`src/rtl/seven_segment_scanner.sv`:
```
// Multiplexed common-anode seven-segment driver with a double-buffered value,
// leading-zero suppression, per-digit blanking, PWM brightness and an anti-ghosting guard.
module seven_segment_scanner #(
  parameter int NUM_DIGITS   = 8,
  parameter int COUNT_TO     = 100_000,
  parameter int BLANK_CYCLES = 2,
  parameter int BRIGHT_W     = 4
) (
  input  logic                    clk_in,
  input  logic                    rst_n_in,
  input  logic [4*NUM_DIGITS-1:0] val_in,
  input  logic [NUM_DIGITS-1:0]   dp_in,
  input  logic                    load_in,
  input  logic [NUM_DIGITS-1:0]   blank_in,
  input  logic                    lz_suppress_in,
  input  logic [BRIGHT_W-1:0]     brightness_in,
  output logic [6:0]              cat_out,
  output logic                    dp_out,
  output logic [NUM_DIGITS-1:0]   an_out,
  output logic                    frame_done_out
);

  localparam int IDX_W = (NUM_DIGITS > 1) ? $clog2(NUM_DIGITS) : 1;
  localparam int CNT_W = (COUNT_TO > 0) ? $clog2(COUNT_TO + 1) : 1;
  localparam logic [IDX_W-1:0] LAST_IDX  = IDX_W'(NUM_DIGITS - 1);
  localparam logic [CNT_W-1:0] DWELL_END = CNT_W'(COUNT_TO);
  localparam logic [CNT_W-1:0] GUARD_END = CNT_W'(BLANK_CYCLES);

  logic [IDX_W-1:0]        digit_idx;
  logic [CNT_W-1:0]        dwell;
  logic [BRIGHT_W-1:0]     pwm;
  logic [4*NUM_DIGITS-1:0] staging;
  logic [NUM_DIGITS-1:0]   staging_dp;
  logic [4*NUM_DIGITS-1:0] shadow;
  logic [NUM_DIGITS-1:0]   shadow_dp;
  logic                    pending;
  logic                    frame_wrapped;

  logic                    wrap;
  logic                    acc;
  logic [NUM_DIGITS-1:0]   zero_from;
  logic [3:0]              cur_nibble;
  logic                    blanked;
  logic                    suppressed;
  logic                    lit;
  logic [6:0]              seg_on;
  logic                    dp_on;
  logic [NUM_DIGITS-1:0]   an_next;

  function automatic logic [6:0] hex_font(input logic [3:0] nib);
    case (nib)
      4'h0: hex_font = 7'h3F;
      4'h1: hex_font = 7'h06;
      4'h2: hex_font = 7'h5B;
      4'h3: hex_font = 7'h4F;
      4'h4: hex_font = 7'h66;
      4'h5: hex_font = 7'h6D;
      4'h6: hex_font = 7'h7D;
      4'h7: hex_font = 7'h07;
      4'h8: hex_font = 7'h7F;
      4'h9: hex_font = 7'h6F;
      4'hA: hex_font = 7'h77;
      4'hB: hex_font = 7'h7C;
      4'hC: hex_font = 7'h39;
      4'hD: hex_font = 7'h5E;
      4'hE: hex_font = 7'h79;
      default: hex_font = 7'h71;
    endcase
  endfunction

  assign wrap = (dwell == DWELL_END) && (digit_idx == LAST_IDX);

  always_ff @(posedge clk_in or negedge rst_n_in) begin
    if (!rst_n_in) begin
      dwell     <= '0;
      digit_idx <= '0;
      pwm       <= '0;
    end else begin
      pwm <= pwm + 1'b1;
      if (dwell == DWELL_END) begin
        dwell     <= '0;
        digit_idx <= (digit_idx == LAST_IDX) ? '0 : digit_idx + 1'b1;
      end else begin
        dwell <= dwell + 1'b1;
      end
    end
  end

  // A load landing on the wrap edge goes straight to shadow so it shows in the frame starting now.
  always_ff @(posedge clk_in or negedge rst_n_in) begin
    if (!rst_n_in) begin
      staging    <= '0;
      staging_dp <= '0;
      shadow     <= '0;
      shadow_dp  <= '0;
      pending    <= 1'b0;
    end else if (wrap) begin
      if (load_in) begin
        shadow    <= val_in;
        shadow_dp <= dp_in;
        pending   <= 1'b0;
      end else if (pending) begin
        shadow    <= staging;
        shadow_dp <= staging_dp;
        pending   <= 1'b0;
      end
    end else if (load_in) begin
      staging    <= val_in;
      staging_dp <= dp_in;
      pending    <= 1'b1;
    end
  end

  // zero_from[i] is set when every shadow nibble from i up to the top digit is zero.
  always_comb begin
    acc       = 1'b1;
    zero_from = '0;
    for (int i = NUM_DIGITS - 1; i >= 0; i--) begin
      acc          = acc & (shadow[4*i +: 4] == 4'h0);
      zero_from[i] = acc;
    end
  end

  always_comb begin
    cur_nibble = shadow[{digit_idx, 2'b00} +: 4];
    blanked    = blank_in[digit_idx];
    suppressed = lz_suppress_in && (digit_idx != '0) && zero_from[digit_idx];
    lit        = (dwell >= GUARD_END) && ((&brightness_in) || (pwm < brightness_in)) && !blanked;
    seg_on     = (blanked || suppressed) ? 7'h00 : hex_font(cur_nibble);
    dp_on      = !blanked && shadow_dp[digit_idx];
    an_next    = '1;
    if (lit) an_next[digit_idx] = 1'b0;
  end

  always_ff @(posedge clk_in or negedge rst_n_in) begin
    if (!rst_n_in) begin
      cat_out        <= 7'h7F;
      dp_out         <= 1'b1;
      an_out         <= '1;
      frame_wrapped  <= 1'b0;
      frame_done_out <= 1'b0;
    end else begin
      cat_out        <= ~seg_on;
      dp_out         <= ~dp_on;
      an_out         <= an_next;
      frame_wrapped  <= wrap;
      frame_done_out <= frame_wrapped;
    end
  end

endmodule
```
`config.mk`:
```
export PLATFORM = sky130hd
export DESIGN_NAME = seven_segment_scanner
export DESIGN_NICKNAME = d
export VERILOG_FILES = /design/src/rtl/seven_segment_scanner.sv
export SDC_FILE = /design/constraint.sdc
export NUM_CORES = 1
export LEC_CHECK = 0
export ABC_AREA = 1
export ABC_CLOCK_PERIOD_IN_PS = 2200
export CORE_MARGIN = 2
export CORE_UTILIZATION = 57
export DETAILED_ROUTE_END_ITERATION = 12
export GPL_ROUTABILITY_DRIVEN = 1
export PLACE_DENSITY = 0.81
export SLEW_MARGIN = 30
export SYNTH_ARGS = -nofsm -noshare
export SYNTH_HDL_FRONTEND = slang
export SYNTH_SLANG_ARGS = --single-unit
```
`constraint.sdc`:
```
create_clock -name clk_in -period 2.2 [get_ports clk_in]
set_clock_uncertainty 0.1 [all_clocks]
set_input_delay 0.44 -clock clk_in [delete_from_list [all_inputs] [get_ports clk_in]]
set_output_delay 0.44 -clock clk_in [all_outputs]
set_load 0.01 [all_outputs]
```
==> results.cfg <==
[outcome]
status = finished clean

[detailed_routing]
via_per_inst = 5.478
wire_per_inst_um = 14.88
via_count = 5768
routed_wl_um = 15670
firstDrtPassIters = 5
drc = 0
ant_nets = 0
drt_iter0_markers = 504

[sta]
fmax_mhz = 484.8
totalNegativeSetupSlack_ns = 0
hold_viol = 0
max_slew.worst_pin.slew_ns = 0.5577
relSlewSlack_pct = 62.47
finalSetupViolCount = 0
layout_min_cycle_time_ns = 2.063
slew_violations = 0
finalCritPeriodShare_pct = 93.76
rsz0062_at_grt = false

[worst_setup_path]
critPathMaxStageDelay_ns = 0.46
start_kind = flop
critPathTopFamily = buffers and inverters
cp-end-kind = flop
slowest_stage = dfrtp_2
crit_arrival_ns = 2.28
path_cells = buf_4, ha_1, ha_1, inv_1, nor2_4, nand2_4, buf_12, nand2_1, o31ai_2
cp_common_cell = ha_1
path_class = reg2reg
critPathMaxFanout = 62
path_buf_inv = 3
worst_ep_required_time_ns = 2.42

[cts]
cts_sinks = 123
numCtsBuffers = 17
cts.clk_slew.worst_paths_ns = 0.05
htree_levels = 4
cts_tree = built
cts_max_path_buffers = 2
clk_latency_ns = 0.42
cts-root-buf = clkbuf_16

[cells_and_area]
finalNetCount = 970
layout-drive-gt1-share_pct = 15.82
mostFrequentLayoutCells = nand2_1 (264), nor2_1 (130), dfrtp_1 (105), nand3_1 (74), clkdlybuf4s50_1 (70)
syn2layout_area_growth_pct = 22.32
fin_area_mm2 = 0.008085
mostFrequentLayoutCell = nand2_1
diodes = 0

[min_path]
min_path_type = reg2reg

[logic_synthesis]
synth-seq-cells = 123
synth_area_leaders = dfrtp_1 (41%), nand2_1 (15%), o31ai_2 (7.6%)
syn_avg_cell_area_um2 = 8.051
synth_cells = 821
synth.distinct_cells = 39
ys_seq_area_share_pct = 46.87
ys_warn_count = 0
synth_fp_nets = 893
synth_top_area_share_pct = 40.51
yosys.area.top_type = dfrtp_1
synth.cell_area_mm2 = 0.006610

[floorplanning]
num_rows = 39
die_h_um = 111.7
die-area_mm2 = 0.01247
num_io_pins = 73
initial_core_util_pct = 58.14
core_area_mm2 = 0.01137
die_x_um = 111.7

[flow_run]
maxCapViolations = 0

[pwr]
ir_worst_vdd_mv = 0.6060
powerDensity_mw_per_mm2 = 660.3
p_leak_nw = 3.994

[placed_design]
place_congestion = 0.9645
dpl-instance-area_mm2 = 0.007510
io_buffer_count = 72
hpwl_um = 10970

[global_route]
grt_usage_pct = 26.51
grt_first_pass_wirelength_um = 26560
antenna_found_initial = 0
grt_start_max_net_pins = 81
grt_pass1_vias = 5705
overflow = 0
## cell usage after synthesis (all sizes together)
cell / n
nand3b: 3
nand4: 9
xnor2: 1
o21ai: 14
nor3: 9
a21boi: 1
a21oi: 5
nand2: 270
inv: 58
nand3: 75
o211ai: 1
dfrtp: 107
ha: 16
nor2: 139
clkbuf: 15
buf: 20
o31ai: 40
a211oi: 2
clkinv: 2
a22oi: 1
nor3b: 1
xor2: 8
nor4: 6
o21bai: 1
dfstp: 16
or2: 1
## layer usage
layer | vias up | global-route usage, % | wire, µm
li1 | 2798 | - | -
met1 | 2733 | 33.79 | 6744
met2 | 206 | 43.96 | 7724
met3 | 31 | 7.077 | 880
met4 | 0 | 9.300 | 322
met5 | - | 0 | 0
## through the flow
stage,util [%],hold slack [ns],power [mW],setup slack [ns],std cells
CTS,70.95,0.2506,5.384,0.08004,1053
floorplan,-,0.04441,2.585,0.3059,821
finish,71.11,0.2480,5.338,0.1373,1053
detailed placement,66.05,0.2389,2.812,0.03640,1021
global route,71.11,0.2628,5.543,0.007327,1053
global placement,66.05,0.2368,2.796,0.1141,1021
## state kept, by name, summed over array words and instances (netlist names)
name            flops
an_out              8
digit_idx           3
cat_out             7
dp_out              1
pending             1
pwm                 4
dwell              17
shadow             32
shadow_dp           8
frame_wrapped       1
frame_done_out      1
staging            32
staging_dp          8
## cells by family (layout without fill, tap and decap cells)
group	Yosys count	in the layout	share of synthesized area, %
and+or+nand+nor	513	513	32.60
DFF	123	123	46.87
buffers and inverters	95	184	6.549
AOI/OAI and AO/OA	65	65	9.767
adders and majority gates	16	16	3.029
xor gates and xnor gates	9	9	1.193
## layout make-up
| class | count | area (µm²) |
|---|---|---|
| Sequential cell | 123 | 3100 |
| Multi-Input combinational cell | 603 | 3089 |
| Inverter | 60 | 230.2 |
| Fill cell | 897 | 3284 |
| Clock buffer | 23 | 478.0 |
| Tap cell | 143 | 178.9 |
| Clock inverter | 8 | 68.82 |
| Timing Repair Buffer | 93 | 939.7 |
## path summary, 6_finish.rpt
path	start	to	slack (ns)	cells past startpoint
setup / recovery	digit_idx[1]$_DFFE_PN0N_	shadow[27]$_DFFE_PN0P_	0.14	9
hold / removal	frame_wrapped$_DFF_PN0_	frame_done_out$_DFF_PN0_	0.25	0
setup reg to reg	digit_idx[1]$_DFFE_PN0N_	shadow[27]$_DFFE_PN0P_	0.14	9
hold reg to reg	frame_wrapped$_DFF_PN0_	frame_done_out$_DFF_PN0_	0.25	0
max in group asynchronous	rst_n_in	shadow[3]$_DFFE_PN0P_	0.95	3
min in group asynchronous	rst_n_in	staging[14]$_DFFE_PN0P_	0.40	2
## what timing repair did
item	in CTS	in global routing
setup buffers	0	0
hold endpoints to repair	27	0
endpoints found under the setup margin	0	12
hold buffers	1	0
gates resized for setup	0	8
## power by group
part | total (mW) | leakage, nW | switching [mW] | internal, mW
clock | 2.56 | 0.266 | 0.942 | 1.62
sequential | 2.38 | 1.56 | 0.0380 | 2.34
combinational | 0.396 | 2.16 | 0.218 | 0.178
(Power assumes the default switching activity.)
